==> config.mk <==
export PLATFORM = sky130hd
export DESIGN_NAME = vga_vblank_arbiter_flat
export DESIGN_NICKNAME = d
export VERILOG_FILES = /design/src/rtl/vga_vblank_arbiter_if.sv /design/src/rtl/vga_vblank_arbiter.sv /design/src/flat_wrapper.sv
export SDC_FILE = /design/constraint.sdc
export NUM_CORES = 1
export LEC_CHECK = 0
export BUFFER_PORTS_ARGS = -buffer_cell sky130_fd_sc_hd__buf_2
export CAP_MARGIN = 25
export CORE_ASPECT_RATIO = 1.75
export CORE_MARGIN = 4
export CORE_UTILIZATION = 43
export CTS_BUF_LIST = sky130_fd_sc_hd__clkbuf_16
export DETAILED_ROUTE_END_ITERATION = 16
export PLACE_DENSITY_LB_ADDON = 0.15
export SLEW_MARGIN = 5
export SYNTH_ARGS = -nofsm -noshare
export SYNTH_HDL_FRONTEND = slang
export SYNTH_SLANG_ARGS = --single-unit
==> constraint.sdc <==
create_clock -name clk -period 2.7 [get_ports clk]
set_clock_uncertainty 0.05 [all_clocks]
set_input_delay 0.135 -clock clk [delete_from_list [all_inputs] [get_ports clk]]
set_output_delay 0.135 -clock clk [all_outputs]
set_load 0.01 [all_outputs]
==> src/rtl/vga_vblank_arbiter_if.sv <==
// Bus between the sync generator / two register-bank writers and the blanking arbiter.
// Handshake: reqN is a level held with addrN/dataN stable until ackN pulses for one cycle.
interface vga_vblank_arbiter_if #(
    parameter int ADDR_W = 4,
    parameter int DATA_W = 12
);
    logic [9:0]        h;
    logic [9:0]        v;
    logic              req0;
    logic [ADDR_W-1:0] addr0;
    logic [DATA_W-1:0] data0;
    logic              ack0;
    logic              req1;
    logic [ADDR_W-1:0] addr1;
    logic [DATA_W-1:0] data1;
    logic              ack1;
    logic              wr_en;
    logic [ADDR_W-1:0] wr_addr;
    logic [DATA_W-1:0] wr_data;
    logic              window;
    logic              frame_start;
    logic              late;

    modport master (
        output h, v, req0, addr0, data0, req1, addr1, data1,
        input  ack0, ack1, wr_en, wr_addr, wr_data, window, frame_start, late
    );

    modport slave (
        input  h, v, req0, addr0, data0, req1, addr1, data1,
        output ack0, ack1, wr_en, wr_addr, wr_data, window, frame_start, late
    );
endinterface

==> src/rtl/vga_vblank_arbiter.sv <==
// Grants register-bank writes from two requesters only during vertical blanking,
// round-robin between them, so display registers never change mid-frame.
module vga_vblank_arbiter #(
    parameter int V_DISPLAY   = 480,
    parameter int V_MAX       = 524,
    parameter int GUARD_LINES = 2,
    parameter int ADDR_W      = 4,
    parameter int DATA_W      = 12
) (
    input  logic                 clk,
    input  logic                 rst_n,
    vga_vblank_arbiter_if.slave  bus,
    output logic [1:0]           state_o
);
    typedef enum logic [1:0] {
        WAIT_FRAME = 2'd0,
        SCAN       = 2'd1,
        OPEN       = 2'd2,
        CLOSED     = 2'd3
    } state_t;

    localparam logic [9:0] V_OPEN  = 10'(V_DISPLAY);
    localparam logic [9:0] V_CLOSE = 10'(V_MAX - GUARD_LINES);

    state_t            state_q, state_d;
    logic              rr_q, rr_d;
    logic              ack0_q, ack1_q;
    logic              wr_en_q;
    logic [ADDR_W-1:0] wr_addr_q, wr_addr_d;
    logic [DATA_W-1:0] wr_data_q, wr_data_d;
    logic              window_q;
    logic              frame_start_q;
    logic              late_q, late_d;

    logic origin, open_hit, close_hit;
    logic el0, el1, gnt0, gnt1;

    assign origin    = (bus.h == 10'd0) && (bus.v == 10'd0);
    assign open_hit  = (bus.h == 10'd0) && (bus.v == V_OPEN);
    assign close_hit = (bus.h == 10'd0) && (bus.v == V_CLOSE);

    always_comb begin
        state_d   = state_q;
        late_d    = 1'b0;
        gnt0      = 1'b0;
        gnt1      = 1'b0;
        rr_d      = rr_q;
        wr_addr_d = wr_addr_q;
        wr_data_d = wr_data_q;
        // A port acked this cycle is presenting a consumed request; skip it once.
        el0 = bus.req0 && (state_q == OPEN) && !ack0_q;
        el1 = bus.req1 && (state_q == OPEN) && !ack1_q;

        case (state_q)
            WAIT_FRAME: if (origin)    state_d = SCAN;
            SCAN:       if (open_hit)  state_d = OPEN;
            OPEN: begin
                if (close_hit) begin
                    state_d = CLOSED;
                    late_d  = el0 || el1;
                end
            end
            CLOSED:     if (origin)    state_d = SCAN;
            default:                   state_d = WAIT_FRAME;
        endcase

        // rr_q == 1 means port 1 was granted last, so port 0 wins a tie.
        if ((state_q == OPEN) && !close_hit) begin
            gnt0 = el0 && (!el1 || rr_q);
            gnt1 = el1 && (!el0 || !rr_q);
        end

        if (gnt0) begin
            rr_d      = 1'b0;
            wr_addr_d = bus.addr0;
            wr_data_d = bus.data0;
        end else if (gnt1) begin
            rr_d      = 1'b1;
            wr_addr_d = bus.addr1;
            wr_data_d = bus.data1;
        end
    end

    always_ff @(posedge clk) begin
        if (!rst_n) begin
            state_q       <= WAIT_FRAME;
            rr_q          <= 1'b1;
            ack0_q        <= 1'b0;
            ack1_q        <= 1'b0;
            wr_en_q       <= 1'b0;
            wr_addr_q     <= '0;
            wr_data_q     <= '0;
            window_q      <= 1'b0;
            frame_start_q <= 1'b0;
            late_q        <= 1'b0;
        end else begin
            state_q       <= state_d;
            rr_q          <= rr_d;
            ack0_q        <= gnt0;
            ack1_q        <= gnt1;
            wr_en_q       <= gnt0 || gnt1;
            wr_addr_q     <= wr_addr_d;
            wr_data_q     <= wr_data_d;
            window_q      <= (state_d == OPEN);
            frame_start_q <= origin;
            late_q        <= late_d;
        end
    end

    assign bus.ack0        = ack0_q;
    assign bus.ack1        = ack1_q;
    assign bus.wr_en       = wr_en_q;
    assign bus.wr_addr     = wr_addr_q;
    assign bus.wr_data     = wr_data_q;
    assign bus.window      = window_q;
    assign bus.frame_start = frame_start_q;
    assign bus.late        = late_q;
    assign state_o         = state_q;
endmodule

==> src/flat_wrapper.sv <==
// flat-port wrapper written by rule: the top's interface ports become plain ports
module vga_vblank_arbiter_flat 
#(
    parameter int V_DISPLAY   = 480,
    parameter int V_MAX       = 524,
    parameter int GUARD_LINES = 2,
    parameter int ADDR_W      = 4,
    parameter int DATA_W      = 12
)
  (clk, rst_n, state_o, bus_h, bus_v, bus_req0, bus_addr0, bus_data0, bus_req1, bus_addr1, bus_data1, bus_ack0, bus_ack1, bus_wr_en, bus_wr_addr, bus_wr_data, bus_window, bus_frame_start, bus_late);
  vga_vblank_arbiter_if #(.ADDR_W(ADDR_W), .DATA_W(DATA_W)) bus_i ();
  input  logic clk;
  input  logic rst_n;
  output logic [1:0] state_o;
  input wire logic [$bits(bus_i.h)-1:0] bus_h;
  input wire logic [$bits(bus_i.v)-1:0] bus_v;
  input wire logic [$bits(bus_i.req0)-1:0] bus_req0;
  input wire logic [$bits(bus_i.addr0)-1:0] bus_addr0;
  input wire logic [$bits(bus_i.data0)-1:0] bus_data0;
  input wire logic [$bits(bus_i.req1)-1:0] bus_req1;
  input wire logic [$bits(bus_i.addr1)-1:0] bus_addr1;
  input wire logic [$bits(bus_i.data1)-1:0] bus_data1;
  output wire logic [$bits(bus_i.ack0)-1:0] bus_ack0;
  output wire logic [$bits(bus_i.ack1)-1:0] bus_ack1;
  output wire logic [$bits(bus_i.wr_en)-1:0] bus_wr_en;
  output wire logic [$bits(bus_i.wr_addr)-1:0] bus_wr_addr;
  output wire logic [$bits(bus_i.wr_data)-1:0] bus_wr_data;
  output wire logic [$bits(bus_i.window)-1:0] bus_window;
  output wire logic [$bits(bus_i.frame_start)-1:0] bus_frame_start;
  output wire logic [$bits(bus_i.late)-1:0] bus_late;
  assign bus_i.h = bus_h;
  assign bus_i.v = bus_v;
  assign bus_i.req0 = bus_req0;
  assign bus_i.addr0 = bus_addr0;
  assign bus_i.data0 = bus_data0;
  assign bus_i.req1 = bus_req1;
  assign bus_i.addr1 = bus_addr1;
  assign bus_i.data1 = bus_data1;
  assign bus_ack0 = bus_i.ack0;
  assign bus_ack1 = bus_i.ack1;
  assign bus_wr_en = bus_i.wr_en;
  assign bus_wr_addr = bus_i.wr_addr;
  assign bus_wr_data = bus_i.wr_data;
  assign bus_window = bus_i.window;
  assign bus_frame_start = bus_i.frame_start;
  assign bus_late = bus_i.late;
  vga_vblank_arbiter #(.V_DISPLAY(V_DISPLAY), .V_MAX(V_MAX), .GUARD_LINES(GUARD_LINES), .ADDR_W(ADDR_W), .DATA_W(DATA_W)) u_core (.clk(clk), .rst_n(rst_n), .bus(bus_i), .state_o(state_o));
endmodule
==> results.ini, run 1 <==
[logic_synthesis]
yosysUniqueCellTypes=36
synth_top_family_by_area=simple AND/OR/NAND/NOR gates
synthCells=131
synth-warning-count=0
synth-compound-area-share=0.212
synth_area_mm2=0.00137
avgSynthCellArea_um2=10.4
synth_area_leaders=dfxtp_1, a211oi_2, mux2i_1
synth_seq_cells=25
synthMuxAreaShare=0.117
seq_area_frac_synth=0.366
synthXorXnorAreaFrac=0
syn_nets=190
synthAdderAreaFrac=0.0275
synth-simple-area-share=0.229
synth_top_cell_by_area=dfxtp_1
synth.top_cell.area_share=0.366

[timing]
drv_slew=0
rsz0062_at_grt=no
finalSetupViolCount=0
timing.final.crit_period_ps=2260
setup-tns-final_ps=0
hold_viol_final=0
finalCritPeriodShare=0.836
fin_ws_ps=443
timing.fmax_mhz=443
tightest_slew_ps=617
slew_headroom=0.588

[route]
num_vias=1246
final_antenna_net_count=0
routed_wirelength_mm=3.40
routedWlPerCell_um=13.5
drcViolationCount=0
drt-vias-per-instance=4.94
drt_pass1_iterations=4
drt_iter0_markers=26

[cts]
clock_path_buffers=2
cts_tree=built
postCtsHoldBufs=0
post_cts_resized=0
clk_root_buffer_cell=clkbuf_16
insertion_delay_ps=260
htree_levels=1
cts_made_buffers=3
clkSinkCount=25
cts_setup_buffers=0
clkTransAtPathRegs_ps=60

[setup_path]
worstRegToRegCells=8
startpoint_type=flop
worstReg2RegStart=u_core.state_o[0]
endpoint_kind=flop
r2r_end=u_core.bus.wr_data[9]
crit_fanout=18
critical_path_arrival_ps=2380
rrSetupSlack_ps=440
path_class=reg2reg
worst_ep_required_time_ps=2830

[layout]
layout.nets=270
fin_cells=252
antennaDiodeCount=0
area_growth_pct=38.3
drive_above_1_share=0.595

[global_route]
grt_pass1_wl_mm=5.49
grt_pass1_vias=1302
antenna_found_initial=0
track_usage=0.168
grt_max_degree=19
overflow=0

[floorplanning]
die_area_mm2=0.00418
die_y_um=82.6
start_util=0.457
core-area_mm2=0.00299
core.rowCount=26
ioPinCount=80
die_w_um=50.6

[placed_design]
dp_hpwl_mm=2.79
io_buffers=79
place_congestion=0.742
place_ws_ps=472
dp.cells=248

[power]
switching_share=0.332
combPwrFrac=0.385
p_switching_mw=0.436
power_density_mw_per_mm2=695
pwr-share-seq=0.368
p_leak_nw=0.790
internal-power_mw=0.877
p_clk_frac=0.248
ir_worst_vdd_uv=462

[job]
cap_viol_max_count=0

[worst_hold_path]
hold_path_depth=2
hp-class=in2reg
hold_end=u_core.rr_q
hold_start=rst_n

[outcome]
outcome=finished clean

## worst max-delay path: stages (launching register included)
cell and delay (ps):
dfxtp_1 340, inv_1 110, ha_1 280, and3b_1 280
o21ai_1 130, a21oi_4 520, buf_16 240, nor2_2 50
a211oi_2 180
## final cells by class
| class | count | area [um^2] |
|---|---|---|
| clock buffer | 3 | 75.1 |
| tap | 42 | 52.6 |
| sequential | 25 | 500 |
| multi-input combinational | 96 | 808 |
| inverter | 4 | 15.0 |
| fill | 295 | 1100 |
| timing repair buffer | 81 | 430 |
| clock inverter | 1 | 7.51 |
## sequential cells by signal, summed over array words and instances, names as in the netlist
register and flops:
u_core.bus.frame_start 1, u_core.bus.wr_data 12, u_core.rr_q 1, u_core.bus.wr_en 1, u_core.bus.late 1, u_core.bus.ack0 1
u_core.state_o 2, u_core.bus.wr_addr 4, u_core.bus.window 1, u_core.bus.ack1 1
## layout by cell type, fill, tap and decap left out
cell,n
or3_1,1
or2_4,1
inv_1,2
or2_1,1
o41ai_2,1
ha_1,3
nand3_1,4
buf_4,1
o21ai_1,4
and3_1,1
nor2b_1,1
inv_2,2
o21a_1,1
nor4_2,2
nand2_1,4
nor2_2,13
a31oi_1,1
and3b_1,1
clkinvlp_4,1
nor3_1,2
a211oi_1,1
dfxtp_1,25
buf_2,79
nor4_4,1
or4_4,2
mux2i_1,16
nand4_1,1
and2_1,3
clkbuf_16,3
nor2_1,10
nand2b_1,1
a32oi_1,1
a211oi_2,16
buf_16,1
nor4_1,1
a311oi_2,1
a21oi_4,1
## stage by stage
stage	power [mW]	hold slack, ps	area, um^2	util
global placement	0.960	332	1780	0.594
CTS	1.33	75.7	1890	0.631
global route	1.40	84.9	1890	0.631
finish	1.31	84.0	1890	0.631
detailed placement	1.00	348	1810	0.604
floorplan	0.843	165	1370	-
## cells by family (layout without fill, tap and decap cells)
logic type | after synthesis | in the layout
AND/OR/NAND/NOR | 50 | 50
AO/OA/AOI/OAI | 27 | 27
flip-flops | 25 | 25
multiplexers | 16 | 16
buffers and inverters | 10 | 89
adder cells (fa/ha/maj) | 3 | 3
## per-layer routing
layer,up-vias,wire length [um],track usage
met5,-,0,0
met4,0,25,0.0566
met3,2,259,0.0341
met2,41,1980,0.355
met1,565,1130,0.153
li1,638,-,-
## power by group through the flow
stage                     logic (mW)  registers (mW)  clock network [mW]
final                          0.505           0.483               0.325
after floorplan                0.323           0.520                   0
after global routing           0.552           0.493               0.350
after CTS                      0.511           0.483               0.333
after detailed placement       0.509           0.491                   0
after global placement         0.473           0.488                   0
## worst max path at each step
stage,slack [ps],endpoint,startpoint
final,440,u_core.bus.wr_data[9],u_core.state_o[0]
after detailed placement,470,u_core.bus.wr_data[9],u_core.state_o[1]
after CTS,440,u_core.bus.wr_data[9],u_core.state_o[0]
after global placement,380,u_core.bus.wr_data[11],u_core.state_o[0]
after floorplan,740,u_core.bus.wr_data[10],u_core.state_o[1]
after global routing,280,u_core.bus.wr_data[10],u_core.state_o[0]
## cell usage after synthesis (all sizes together)
| cell | n |
|---|---|
| a211oi | 17 |
| o21a | 1 |
| nand3 | 4 |
| ha | 3 |
| nor2 | 23 |
| a31oi | 1 |
| inv | 4 |
| buf | 6 |
| nor3 | 2 |
| o41ai | 1 |
| dfxtp | 25 |
| mux2i | 16 |
| o21ai | 4 |
| or2 | 2 |
| nand4 | 1 |
| nand2 | 4 |
| nor2b | 1 |
| nor4 | 4 |
| a32oi | 1 |
| a311oi | 1 |
| or4 | 2 |
| or3 | 1 |
| and3 | 1 |
| and3b | 1 |
| a21oi | 1 |
| nand2b | 1 |
| and2 | 3 |
No activity file was read; power rests on OpenSTA's default activity.
==> run 2, diff against run 1 <==
--- a/config.mk
+++ b/config.mk
@@ -9,7 +9,7 @@
 export CAP_MARGIN = 25
 export CORE_ASPECT_RATIO = 1.75
 export CORE_MARGIN = 4
-export CORE_UTILIZATION = 43
+export CORE_UTILIZATION = 39
 export CTS_BUF_LIST = sky130_fd_sc_hd__clkbuf_16
 export DETAILED_ROUTE_END_ITERATION = 16
 export PLACE_DENSITY_LB_ADDON = 0.15
==> constraint.sdc (replaced) <==
create_clock -name clk -period 2 [get_ports clk]
set_clock_uncertainty 0.05 [all_clocks]
set_input_delay 0.1 -clock clk [delete_from_list [all_inputs] [get_ports clk]]
set_output_delay 0.1 -clock clk [all_outputs]
set_load 0.01 [all_outputs]
==> results.ini, run 2 (same netlist as run 1, synthesis figures left out) <==
[setup_path]
slowest_delay_ps=320
cp_top_family=buffers and inverters
path_class=reg2reg
worstSetupEndpoint=u_core.bus.wr_addr[2]
crit_chain=inv_1 -> ha_1 -> and3b_1 -> buf_4 -> o21a_1 -> buf_12 -> mux2i_1 -> a211oi_2
worstReg2RegStart=u_core.state_o[0]
endpoint_kind=flop
worst_ep_required_time_ps=2080
r2r_end=u_core.bus.wr_addr[2]
cp_num_cells=8
critical_path_arrival_ps=1820
cpMaxStageDelayCell=dfxtp_1
crit_fanout=17
startpoint_type=flop
crit_buf_inv=3
cp-startpoint=u_core.state_o[0]
worstRegToRegCells=8
rrSetupSlack_ps=260

[timing]
rsz0062_at_grt=no
timing.final.crit_period_ps=1740
drv_slew=0
finalCritPeriodShare=0.871
hold_viol_final=0
tightest_slew_ps=434
worst_hold_slack_ps=40.2
slew_headroom=0.711
finalSetupViolCount=0
setup-tns-final_ps=0
timing.fmax_mhz=574

[route]
drt_pass1_iterations=2
drcViolationCount=0
routed_wirelength_mm=3.40
drt-vias-per-instance=4.98
routedWlPerCell_um=12.9
num_vias=1314
drt_iter0_markers=20
final_antenna_net_count=0

[floorplanning]
core-area_mm2=0.00336
die_w_um=52.7
ioPinCount=80
core.rowCount=28
start_util=0.406
die_y_um=86.3
die_area_mm2=0.00455

[layout]
antennaDiodeCount=0
layout.nets=279
drive_above_1_share=0.612
final.fill_count=330
area_growth_pct=45.3
largest_register_ffs=12
fin_cells=264
final_cell_mix=buf_2, dfxtp_1, mux2i_1, a211oi_2, nor2_2
final_common_cell=buf_2

[global_route]
grt_max_degree=19
grt_pass1_vias=1361
overflow=0
grt_pass1_wl_mm=5.46
antenna_found_initial=0
track_usage=0.158

[cts]
clock_path_buffers=2
clkSinkCount=25
cts_tree=built
insertion_delay_ps=260
clkTransAtPathRegs_ps=60
post_cts_resized=0
cts_made_buffers=3
clk_root_buffer_cell=clkbuf_16
htree_levels=1

[power]
ir_worst_vdd_uv=614
p_leak_nw=0.843
power_density_mw_per_mm2=932

[outcome]
outcome=finished clean

[job]
cap_viol_max_count=0

[worst_hold_path]
hp-class=in2reg
hold_path_depth=2

[placed_design]
dp.cells=256
dp_hpwl_mm=2.83
io_buffers=79
place_congestion=0.727

[run 2: changes by cell type in the layout (fill, tap and decap cells not counted), sizes merged]
cell / delta
buf: +9
[run 2: worst register-to-register path, stage by stage, from the launching register on]
cell and delay, ps:
dfxtp_1 320, inv_1 80, ha_1 170, and3b_1 190, buf_4 130, o21a_1 160, buf_12 180, mux2i_1 250
a211oi_2 90
[run 2: metrics by stage]
stage / area, um^2 / power (mW) / util / worst slack [ps]
after floorplan: 1370 / 1.14 / - / 42.2
after global placement: 1830 / 1.34 / 0.545 / -85.0
after detailed placement: 1860 / 1.39 / 0.553 / -7.69
after CTS: 1940 / 1.84 / 0.578 / 20.3
after global routing: 1990 / 1.97 / 0.590 / 122
final: 1990 / 1.85 / 0.590 / 258
[run 2: area by class of cell]
class / count / area [um^2] / area share
Multi-Input combinational cell: 96 / 808 / 0.407
Timing Repair Buffer: 90 / 523 / 0.263
Sequential cell: 25 / 500 / 0.252
Clock buffer: 3 / 75.1 / 0.0378
Tap cell: 45 / 56.3 / 0.0284
Inverter: 4 / 15.0 / 0.00756
Clock inverter: 1 / 7.51 / 0.00378
[run 2: worst min-delay path by stage]
stage               start          end  slack (ps)
floorplan           rst_n  u_core.rr_q         130
global placement    rst_n  u_core.rr_q         310
detailed placement  rst_n  u_core.rr_q         310
CTS                 rst_n  u_core.rr_q          30
global route        rst_n  u_core.rr_q          60
finish              rst_n  u_core.rr_q          40
[run 2: timing repair]
action / in CTS / in global routing
endpoints found under the hold margin: 0 / 0
endpoints found under the setup margin: 0 / 10
buffers inserted: 0 / 4
hold buffers: 0 / 0
[run 2: where the power goes]
group	internal [mW]	total, mW	switching, mW
sequential	0.591	0.644	0.0524
clock	0.271	0.444	0.173
combinational	0.387	0.763	0.377
[run 2: routing by layer]
layer | part of all wire | global-route usage | vias to the layer above
met5 | 0 | 0 | -
met4 | 0.015 | 0.0651 | 0
met3 | 0.080 | 0.0361 | 6
met2 | 0.58 | 0.320 | 50
met1 | 0.32 | 0.135 | 606
li1 | - | - | 652
